$ cat src/rtl/axi_sram_pkg.sv
// Shared FSM encoding, AXI burst/response constants and beat-size helpers
// for the AXI SRAM responder.
package axi_sram_pkg;

    typedef enum logic [2:0] {
        StIdle,
        StRdReq,
        StRdWait,
        StRdData,
        StWrData,
        StWrResp
    } state_e;

    // Records which channel won the most recent grant; the other one wins the next tie.
    typedef enum logic {
        ChWrite = 1'b0,
        ChRead  = 1'b1
    } chan_e;

    localparam logic [1:0] BURST_FIXED = 2'd0;
    localparam logic [1:0] BURST_INCR  = 2'd1;
    localparam logic [1:0] BURST_WRAP  = 2'd2;

    localparam logic [1:0] RESP_OKAY   = 2'b00;
    localparam logic [1:0] RESP_SLVERR = 2'b10;

    // Bytes per beat; sizes above one word are clamped to one word.
    function automatic logic [2:0] beat_incr(input logic [2:0] size);
        case (size)
            3'd0:    return 3'd1;
            3'd1:    return 3'd2;
            default: return 3'd4;
        endcase
    endfunction

    // WRAP and the reserved encoding step through memory like INCR.
    function automatic logic burst_advances(input logic [1:0] burst);
        case (burst)
            BURST_FIXED:            return 1'b0;
            BURST_INCR, BURST_WRAP: return 1'b1;
            default:                return 1'b1;
        endcase
    endfunction

endpackage

$ cat src/rtl/axi_sram_slave_if.sv
// Single-ID 32-bit AXI channel bundle between the CPU-side bridge (master)
// and the SRAM responder (slave).
interface axi_sram_slave_if;

    logic [3:0]  arid;
    logic [31:0] araddr;
    logic [7:0]  arlen;
    logic [2:0]  arsize;
    logic [1:0]  arburst;
    logic        arvalid;
    logic        arready;

    logic [3:0]  rid;
    logic [31:0] rdata;
    logic [1:0]  rresp;
    logic        rlast;
    logic        rvalid;
    logic        rready;

    logic [3:0]  awid;
    logic [31:0] awaddr;
    logic [7:0]  awlen;
    logic [2:0]  awsize;
    logic [1:0]  awburst;
    logic        awvalid;
    logic        awready;

    logic [31:0] wdata;
    logic [3:0]  wstrb;
    logic        wlast;
    logic        wvalid;
    logic        wready;

    logic [3:0]  bid;
    logic [1:0]  bresp;
    logic        bvalid;
    logic        bready;

    modport slave (
        input  arid, araddr, arlen, arsize, arburst, arvalid,
        output arready,
        output rid, rdata, rresp, rlast, rvalid,
        input  rready,
        input  awid, awaddr, awlen, awsize, awburst, awvalid,
        output awready,
        input  wdata, wstrb, wlast, wvalid,
        output wready,
        output bid, bresp, bvalid,
        input  bready
    );

    modport master (
        output arid, araddr, arlen, arsize, arburst, arvalid,
        input  arready,
        input  rid, rdata, rresp, rlast, rvalid,
        output rready,
        output awid, awaddr, awlen, awsize, awburst, awvalid,
        input  awready,
        output wdata, wstrb, wlast, wvalid,
        input  wready,
        input  bid, bresp, bvalid,
        output bready
    );

endinterface

$ cat src/rtl/axi_burst_addr_gen.sv
// Burst address/beat tracker shared by the read and write paths: latches the
// request on load and advances the byte address and beat counter on step.
module axi_burst_addr_gen
    import axi_sram_pkg::*;
#(
    parameter int unsigned ADDR_W = 16
) (
    input  logic              clk,
    input  logic              reset,
    input  logic              i_load,
    input  logic [31:0]       i_addr,
    input  logic [7:0]        i_len,
    input  logic [2:0]        i_size,
    input  logic [1:0]        i_burst,
    input  logic              i_step,
    output logic [ADDR_W-1:0] o_word_addr,
    output logic              o_last
);

    localparam int unsigned BYTE_AW = ADDR_W + 2;

    // Only the bits that reach the SRAM are kept, so bursts wrap modulo the memory size.
    logic [BYTE_AW-1:0] r_addr;
    logic [7:0]         r_len;
    logic [7:0]         r_cnt;
    logic [2:0]         r_incr;
    logic               r_advance;
    logic               w_unused_addr;

    assign w_unused_addr = ^i_addr[31:BYTE_AW];

    always_ff @(posedge clk) begin
        if (reset) begin
            r_addr    <= '0;
            r_len     <= '0;
            r_cnt     <= '0;
            r_incr    <= '0;
            r_advance <= 1'b0;
        end else if (i_load) begin
            r_addr    <= i_addr[BYTE_AW-1:0];
            r_len     <= i_len;
            r_cnt     <= '0;
            r_incr    <= beat_incr(i_size);
            r_advance <= burst_advances(i_burst);
        end else if (i_step) begin
            r_cnt <= r_cnt + 8'd1;
            if (r_advance) begin
                r_addr <= r_addr + BYTE_AW'(r_incr);
            end
        end
    end

    assign o_word_addr = r_addr[BYTE_AW-1:2];
    assign o_last      = (r_cnt == r_len);

endmodule

$ cat src/rtl/axi_sram_slave.sv
// AXI responder backed by a 1-cycle-latency single-port SRAM; serves one read
// or write burst at a time with alternating priority on simultaneous requests.
module axi_sram_slave
    import axi_sram_pkg::*;
#(
    parameter int unsigned ADDR_W = 16
) (
    input  logic              clk,
    input  logic              reset,
    axi_sram_slave_if.slave   axi,
    output logic              ram_en,
    output logic [3:0]        ram_wen,
    output logic [ADDR_W-1:0] ram_addr,
    output logic [31:0]       ram_wdata,
    input  logic [31:0]       ram_rdata
);

    state_e            r_state;
    state_e            w_state_next;
    chan_e             r_last_grant;
    logic [3:0]        r_id;
    logic [31:0]       r_rdata;
    logic              r_err;

    logic              w_ar_grant;
    logic              w_aw_grant;
    logic              w_w_hs;
    logic              w_step;
    logic              w_last;
    logic [ADDR_W-1:0] w_word_addr;

    assign w_ar_grant = (r_state == StIdle) && axi.arvalid &&
                        (!axi.awvalid || r_last_grant == ChWrite);
    assign w_aw_grant = (r_state == StIdle) && axi.awvalid &&
                        (!axi.arvalid || r_last_grant == ChRead);

    axi_burst_addr_gen #(
        .ADDR_W (ADDR_W)
    ) u_addr_gen (
        .clk         (clk),
        .reset       (reset),
        .i_load      (w_ar_grant || w_aw_grant),
        .i_addr      (w_ar_grant ? axi.araddr  : axi.awaddr),
        .i_len       (w_ar_grant ? axi.arlen   : axi.awlen),
        .i_size      (w_ar_grant ? axi.arsize  : axi.awsize),
        .i_burst     (w_ar_grant ? axi.arburst : axi.awburst),
        .i_step      (w_step),
        .o_word_addr (w_word_addr),
        .o_last      (w_last)
    );

    always_comb begin
        w_state_next = r_state;
        w_step       = 1'b0;
        w_w_hs       = 1'b0;
        unique case (r_state)
            StIdle: begin
                if (w_ar_grant) begin
                    w_state_next = StRdReq;
                end else if (w_aw_grant) begin
                    w_state_next = StWrData;
                end
            end
            StRdReq:  w_state_next = StRdWait;
            StRdWait: w_state_next = StRdData;
            StRdData: begin
                if (axi.rready) begin
                    if (w_last) begin
                        w_state_next = StIdle;
                    end else begin
                        w_step       = 1'b1;
                        w_state_next = StRdReq;
                    end
                end
            end
            StWrData: begin
                if (axi.wvalid) begin
                    w_w_hs = 1'b1;
                    if (w_last) begin
                        w_state_next = StWrResp;
                    end else begin
                        w_step = 1'b1;
                    end
                end
            end
            StWrResp: begin
                if (axi.bready) begin
                    w_state_next = StIdle;
                end
            end
            default: w_state_next = StIdle;
        endcase
    end

    always_ff @(posedge clk) begin
        if (reset) begin
            r_state      <= StIdle;
            r_last_grant <= ChWrite;
            r_id         <= '0;
            r_rdata      <= '0;
            r_err        <= 1'b0;
        end else begin
            r_state <= w_state_next;
            if (w_ar_grant) begin
                r_last_grant <= ChRead;
                r_id         <= axi.arid;
            end else if (w_aw_grant) begin
                r_last_grant <= ChWrite;
                r_id         <= axi.awid;
                r_err        <= 1'b0;
            end
            if (r_state == StRdWait) begin
                r_rdata <= ram_rdata;
            end
            // wlast must line up exactly with the final beat; any mismatch poisons the burst.
            if (w_w_hs && (axi.wlast != w_last)) begin
                r_err <= 1'b1;
            end
        end
    end

    always_comb begin
        axi.arready = w_ar_grant;
        axi.awready = w_aw_grant;
        axi.wready  = (r_state == StWrData);
        axi.rvalid  = (r_state == StRdData);
        axi.rlast   = (r_state == StRdData) && w_last;
        axi.rdata   = r_rdata;
        axi.rid     = r_id;
        axi.rresp   = RESP_OKAY;
        axi.bvalid  = (r_state == StWrResp);
        axi.bid     = r_id;
        axi.bresp   = r_err ? RESP_SLVERR : RESP_OKAY;
        ram_en      = (r_state == StRdReq) || w_w_hs;
        ram_wen     = w_w_hs ? axi.wstrb : 4'h0;
        ram_addr    = w_word_addr;
        ram_wdata   = w_w_hs ? axi.wdata : 32'h0;
    end

endmodule
$ cat src/flat_wrapper.sv
// flat-port wrapper written by rule: the top's interface ports become plain ports
module axi_sram_slave_flat import axi_sram_pkg::*;
#(
    parameter int unsigned ADDR_W = 16
)
  (clk, reset, ram_en, ram_wen, ram_addr, ram_wdata, ram_rdata, axi_arid, axi_araddr, axi_arlen, axi_arsize, axi_arburst, axi_arvalid, axi_arready, axi_rid, axi_rdata, axi_rresp, axi_rlast, axi_rvalid, axi_rready, axi_awid, axi_awaddr, axi_awlen, axi_awsize, axi_awburst, axi_awvalid, axi_awready, axi_wdata, axi_wstrb, axi_wlast, axi_wvalid, axi_wready, axi_bid, axi_bresp, axi_bvalid, axi_bready);
  axi_sram_slave_if axi_i ();
  input  logic clk;
  input  logic reset;
  output logic ram_en;
  output logic [3:0] ram_wen;
  output logic [ADDR_W-1:0] ram_addr;
  output logic [31:0] ram_wdata;
  input  logic [31:0] ram_rdata;
  input wire logic [$bits(axi_i.arid)-1:0] axi_arid;
  input wire logic [$bits(axi_i.araddr)-1:0] axi_araddr;
  input wire logic [$bits(axi_i.arlen)-1:0] axi_arlen;
  input wire logic [$bits(axi_i.arsize)-1:0] axi_arsize;
  input wire logic [$bits(axi_i.arburst)-1:0] axi_arburst;
  input wire logic [$bits(axi_i.arvalid)-1:0] axi_arvalid;
  output wire logic [$bits(axi_i.arready)-1:0] axi_arready;
  output wire logic [$bits(axi_i.rid)-1:0] axi_rid;
  output wire logic [$bits(axi_i.rdata)-1:0] axi_rdata;
  output wire logic [$bits(axi_i.rresp)-1:0] axi_rresp;
  output wire logic [$bits(axi_i.rlast)-1:0] axi_rlast;
  output wire logic [$bits(axi_i.rvalid)-1:0] axi_rvalid;
  input wire logic [$bits(axi_i.rready)-1:0] axi_rready;
  input wire logic [$bits(axi_i.awid)-1:0] axi_awid;
  input wire logic [$bits(axi_i.awaddr)-1:0] axi_awaddr;
  input wire logic [$bits(axi_i.awlen)-1:0] axi_awlen;
  input wire logic [$bits(axi_i.awsize)-1:0] axi_awsize;
  input wire logic [$bits(axi_i.awburst)-1:0] axi_awburst;
  input wire logic [$bits(axi_i.awvalid)-1:0] axi_awvalid;
  output wire logic [$bits(axi_i.awready)-1:0] axi_awready;
  input wire logic [$bits(axi_i.wdata)-1:0] axi_wdata;
  input wire logic [$bits(axi_i.wstrb)-1:0] axi_wstrb;
  input wire logic [$bits(axi_i.wlast)-1:0] axi_wlast;
  input wire logic [$bits(axi_i.wvalid)-1:0] axi_wvalid;
  output wire logic [$bits(axi_i.wready)-1:0] axi_wready;
  output wire logic [$bits(axi_i.bid)-1:0] axi_bid;
  output wire logic [$bits(axi_i.bresp)-1:0] axi_bresp;
  output wire logic [$bits(axi_i.bvalid)-1:0] axi_bvalid;
  input wire logic [$bits(axi_i.bready)-1:0] axi_bready;
  assign axi_i.arid = axi_arid;
  assign axi_i.araddr = axi_araddr;
  assign axi_i.arlen = axi_arlen;
  assign axi_i.arsize = axi_arsize;
  assign axi_i.arburst = axi_arburst;
  assign axi_i.arvalid = axi_arvalid;
  assign axi_arready = axi_i.arready;
  assign axi_rid = axi_i.rid;
  assign axi_rdata = axi_i.rdata;
  assign axi_rresp = axi_i.rresp;
  assign axi_rlast = axi_i.rlast;
  assign axi_rvalid = axi_i.rvalid;
  assign axi_i.rready = axi_rready;
  assign axi_i.awid = axi_awid;
  assign axi_i.awaddr = axi_awaddr;
  assign axi_i.awlen = axi_awlen;
  assign axi_i.awsize = axi_awsize;
  assign axi_i.awburst = axi_awburst;
  assign axi_i.awvalid = axi_awvalid;
  assign axi_awready = axi_i.awready;
  assign axi_i.wdata = axi_wdata;
  assign axi_i.wstrb = axi_wstrb;
  assign axi_i.wlast = axi_wlast;
  assign axi_i.wvalid = axi_wvalid;
  assign axi_wready = axi_i.wready;
  assign axi_bid = axi_i.bid;
  assign axi_bresp = axi_i.bresp;
  assign axi_bvalid = axi_i.bvalid;
  assign axi_i.bready = axi_bready;
  axi_sram_slave #(.ADDR_W(ADDR_W)) u_core (.clk(clk), .reset(reset), .axi(axi_i), .ram_en(ram_en), .ram_wen(ram_wen), .ram_addr(ram_addr), .ram_wdata(ram_wdata), .ram_rdata(ram_rdata));
endmodule
$ cat config.mk
export PLATFORM = sky130hd
export DESIGN_NAME = axi_sram_slave_flat
export DESIGN_NICKNAME = d
export VERILOG_FILES = /design/src/rtl/axi_sram_pkg.sv /design/src/rtl/axi_sram_slave_if.sv /design/src/rtl/axi_burst_addr_gen.sv /design/src/rtl/axi_sram_slave.sv /design/src/flat_wrapper.sv
export SDC_FILE = /design/constraint.sdc
export NUM_CORES = 1
export LEC_CHECK = 0
export ABC_AREA = 1
export CAP_MARGIN = 0
export CORE_MARGIN = 1.5
export CORE_UTILIZATION = 30
export DETAILED_ROUTE_END_ITERATION = 7
export HOLD_SLACK_MARGIN = 0.06
export PLACE_DENSITY = 0.74
export SLEW_MARGIN = 20
export SYNTH_ARGS = -nofsm -noshare
export SYNTH_HDL_FRONTEND = slang
export SYNTH_SLANG_ARGS = --single-unit
$ cat constraint.sdc
create_clock -name clk -period 4.4 [get_ports clk]
set_clock_uncertainty 0.1 [all_clocks]
set_input_delay 0.88 -clock clk [delete_from_list [all_inputs] [get_ports clk]]
set_output_delay 0.88 -clock clk [all_outputs]
set_load 0.01 [all_outputs]
After elaboration in Yosys (flattened, before gate mapping)
Cells that the tools add are included.
{ "totals": {"register_bits": 79, "inputBits": 174, "output_inout_bits": 103} }
{ "op_classes": {"n_eq_ne": 14, "bitwise_logic": 1, "n_addsub": 2, "reduce_logical": 23, "n_mux": 32} }
{ "op_table": {"columns": ["op", "count"], "rows": [
  ["$mux W18", 4],
  ["$mux W32", 1],
  ["$mux W3", 7],
  ["$add A18 B3 Y18", 1],
  ["$pmux W3 S6", 1],
  ["$mux W4", 3],
  ["$mux W1", 11],
  ["$add A8 B1 Y8 const B", 1],
  ["$eq A8 B8 Y1", 1],
  ["$mux W8", 1],
  ["$reduce_bool A2 Y1", 4],
  ["$eq A3 B1 Y1 const B", 2],
  ["$eq A3 B2 Y1 const B", 2],
  ["$eq A3 B3 Y1 const B", 2],
  ["$logic_and A1 B1 Y1", 6],
  ["$logic_not A3 Y1", 2],
  ["$ne A2 B1 Y1 const B", 3],
  ["$pmux W3 S2", 1],
  ["$reduce_and A5 Y1", 1],
  ["$logic_or A1 B1 Y1", 4],
  ["$mux W2", 2],
  ["$ne A2 B2 Y1 const B", 2],
  ["$reduce_and A2 Y1", 2],
  ["$ne A3 B1 Y1 const B", 1],
  ["6 further kinds", 7]
]} }

Longest topological paths before layout
{ "depth": {"word_depth": 6, "depth_mapped": 14} }

Hierarchy
A second synthesis with hierarchy kept.
{ "hier_totals": {"cells_unflattened": 803, "area_unflattened_um2": 5002.3} }
{ "by_module_without_submodules": {"columns": ["module", "area_each_um2", "cells_each", "n_inst"], "rows": [
  ["axi_sram_slave", 2660.1, 467, 1],
  ["axi_burst_addr_gen", 2342.2, 336, 1]
]} }

Worst setup path after synthesis
Ideal clock, no wire load.
{ "synth_timing": {"kind": "in2out", "startpoint": "input axi_wvalid", "endpoint": "output ram_en", "slack_ns": 1.881, "t_required_ns": 3.420, "n_path_buf": 2, "stages": 4, "t_arrival_ns": 1.539, "path_cell_list": "nand2_4 -> buf_2 -> buf_1 -> nand2_1"} }
{ "synth_between": {"elab_chain_len": 3} }
{ "synth_rtl": {"columns": ["item", "line", "rtl"], "rows": [
  ["start: declaration", "flat_wrapper.sv:38", "input wire logic [$bits(axi_i.wvalid)-1:0] axi_wvalid;"],
  ["$mux W1", "axi_sram_slave.sv:77", "if (axi.wvalid) begin"],
  ["$mux W1", "axi_sram_slave.sv:56", "unique case (r_state)"],
  ["$logic_or A1 B1 Y1", "axi_sram_slave.sv:134", "ram_en = (r_state == StRdReq) || w_w_hs;"],
  ["end: declaration", "flat_wrapper.sv:10", "output logic ram_en;"]
]} }
Every way passes these cells.

Worst setup path after layout
{ "layout_timing": {"startpoint": "input axi_wvalid", "endpoint": "output ram_wdata[7]"} }
{ "layout_between": {"elab_chain_len": 3} }
{ "layout_rtl": {"columns": ["item", "line", "rtl"], "rows": [
  ["$mux W1", "axi_sram_slave.sv:77", null],
  ["$mux W1", "axi_sram_slave.sv:56", null],
  ["$mux W32", "axi_sram_slave.sv:137", "ram_wdata = w_w_hs ? axi.wdata : 32'h0;"],
  ["end: declaration", "flat_wrapper.sv:13", "output logic [31:0] ram_wdata;"]
]} }
Every way passes these cells.

==> flow_summary.toml <==
[cells_and_area]
final_common_cell = "clkdlybuf4s50_1"
regArea_mm2 = 0.00158
final_cells = 1195
nets = 1153
design_area_mm2 = 0.00757
nFillCells = 1607
multiInputGateArea_mm2 = 0.00256
drive_gt1_frac = 0.0531
area_growth_pct = 55.2
insertedDiodeCount = 0
final_cell_mix = "clkdlybuf4s50_1, nor2_1, nand2_1"

[sta]
fin_setup_tns_ns = 0
finalCritPeriodShare = 0.779
maxSlewViolCount = 0
final_hold_viol_count = 0
relSlewSlack = 0.318
setup_violations = 0
max_freq_ghz = 0.292
post-route-min-period_ns = 3.43
tightest_slew_ns = 1.02
rsz0062_at_grt = "no"
hold_slack_ns = 0.363

[setup_path]
r2r_slack_ns = 1.91
crit_family = "buffers and inverters"
path_buf_inv = 2
critPathLaunchType = "input port"
reg2reg_depth = 12
cpMostUsedCell = "clkdlybuf4s50_1"
max_stage_delay_ns = 0.56
worstSetupPathType = "in -> out"
worstReg2RegStart = "u_core.r_state[1]"
required_ns = 3.42
critPathCaptureType = "output pin"
cp.arrival_ns = 2.45
path_max_fanout = 39
slowest_stage = "clkdlybuf4s50_1"
timing.rr.end = "u_core.u_addr_gen.r_addr[11]"
crit_chain = "clkdlybuf4s50_1 > nand2_4 > nor2_1 > clkdlybuf4s50_1"

[synthesis]
syn_avg_cell_area_um2 = 6.33
synth_cell_types = 39
synth_area_mm2 = 0.00487
yosysTopAreaCellShare = 0.324
synth-seq-cells = 79
synthFlopType = "dfxtp_1"
ys_seq_area_frac = 0.324
synth_edf_count = 0
async_reset_ff_frac = 0
synth_warnings = 0
syn_inst = 770
synth_largest_area_cell = "dfxtp_1"
yosys-top-cells-area = "dfxtp_1, nor2_1, nand2_1, o21ai_0, inv_1"

[hold_path]
hold_end = "u_core.u_addr_gen.r_incr[0]"
hp-class = "reg -> reg"
min_path_cells = 2
hp-start = "u_core.u_addr_gen.r_incr[0]"

[routing]
drc = 0
ant_nets = 0
wl_per_cell_um = 12.7
drt-initial-drc-count = 241
drt_pass1_iterations = 4
wirelength_um = 15200
vias = 5280
vias_per_cell = 4.42

[power_and_ir_drop]
power_mw = 4.06
power.density_mw_per_mm2 = 537
ir_worst_vdd_uv = 331
p_leak_nw = 3.28

[clock_network]
post-cts-setup-buffer-count = 0
ctsHoldBuffers = 0
cts_tree = "yes"
cts_buffers = 9
clock_latency_ns = 0.34
clk_pin_slew_ns = 0.06
clk_path_buf_depth = 2
cts.sinks = 79
cts_root_buf = "clkbuf_16"
ctsResizeCount = 0
htreeDepth = 3

[grt]
antenna_found_initial = 0
grt_pass1_wl_um = 23200
grt_usage = 0.173
grt_max_degree = 52
overflow = 0
grt_pass1_vias = 4773

[job]
maxCapViolations = 0

[floorplan]
core_mm2 = 0.0159
die_h_um = 130
die_area_mm2 = 0.0170
die_w_um = 130
initial_core_util = 0.307
ios = 277
num_rows = 46

[placed_design]
io_buffer_count = 245
gp_congestion = 0.824
place_inst = 1179
place.detailed.hpwl_um = 11200
place_area_mm2 = 0.00726

[status]
status = "completed"
-- synthesized netlist by cell type (2+ instances only) --
cell type and n:
buf_1 3, buf_6 7, nand4_1 4, clkbuf_1 14
a31oi_1 2, o21ai_0 70, xnor2_1 6, nand2_1 140
nor2_2 6, nand2_2 2, buf_2 9, dfxtp_1 79
inv_4 3, nand2_4 5, nor2_1 199, ha_1 4
nor3_1 4, inv_1 83, buf_4 27, nand3_1 40
xor2_1 5, o31ai_1 11, inv_2 3, o21ai_1 12
a21oi_1 12, o32ai_2 3, nand3b_1 5
-- routing by layer --
metal	wire length (um)	part of all wire	up-vias	global-route usage
li1	-	-	2787	-
met1	6640	0.44	2321	0.212
met3	1200	0.079	12	0.0660
met2	7210	0.47	160	0.290
met5	0	0	-	0
met4	177	0.012	0	0.0381
-- stage by stage --
| stage | setup slack (ns) | util |
|---|---|---|
| after floorplan | 1.88 | - |
| after global placement | 0.912 | 0.457 |
| after detailed placement | 0.876 | 0.457 |
| after CTS | 0.970 | 0.476 |
| after global routing | 0.865 | 0.476 |
| final | 0.971 | 0.476 |
-- state kept, by name, summed over array words and instances, names as in the netlist --
signal,count
u_core.axi.rdata,32
u_core.u_addr_gen.r_addr,18
u_core.u_addr_gen.r_cnt,8
u_core.u_addr_gen.r_len,8
u_core.axi.bid,4
u_core.r_state,3
u_core.u_addr_gen.r_incr,3
u_core.r_err,1
u_core.r_last_grant,1
u_core.u_addr_gen.r_advance,1
-- where the power goes --
group          internal [mW]  switching, mW  total, mW
sequential             0.938          0.195       1.13
combinational          0.963           1.20       2.16
clock                  0.446          0.324      0.770
-- kinds of logic after synthesis --
logic type | Yosys count | synth area share
AND/OR/NAND/NOR | 409 | 0.352
buffers and inverters | 150 | 0.152
AO/OA/AOI/OAI | 115 | 0.137
flip-flops | 79 | 0.324
XOR/XNOR | 11 | 0.0198
adder cells (fa/ha/maj) | 5 | 0.0144
other | 1 | 0.000769
-- final cells by class --
cell class / instances / share of cell area
clock inverter: 7 / 0.0107
sequential: 79 / 0.209
multi-input combinational: 543 / 0.338
clock buffer: 9 / 0.0298
timing repair buffer: 251 / 0.330
tap: 216 / 0.0357
inverter: 90 / 0.0463
-- tightest hold or removal path: cells and delay by family (launching register included) --
| family | cells | cell delay [ns] |
|---|---|---|
| and+or+nand+nor | 1 | 0.06 |
| DFF | 1 | 0.31 |
| AOI/OAI and AO/OA | 1 | 0.05 |
-- worst max path at each step --
stage / startpoint / end / slack [ns] / depth (start not counted)
final: axi_wvalid / ram_wdata[7] / 0.97 / 4
after global routing: axi_wvalid / ram_wdata[0] / 0.86 / 4
after CTS: axi_wvalid / ram_wdata[27] / 0.97 / 4
after detailed placement: axi_awvalid / u_core.u_addr_gen.r_cnt[2] / 0.88 / 12
after global placement: axi_awvalid / u_core.u_addr_gen.r_addr[15] / 0.91 / 13
after floorplan: axi_wvalid / ram_en / 1.88 / 4
(Power assumes the default switching activity.)
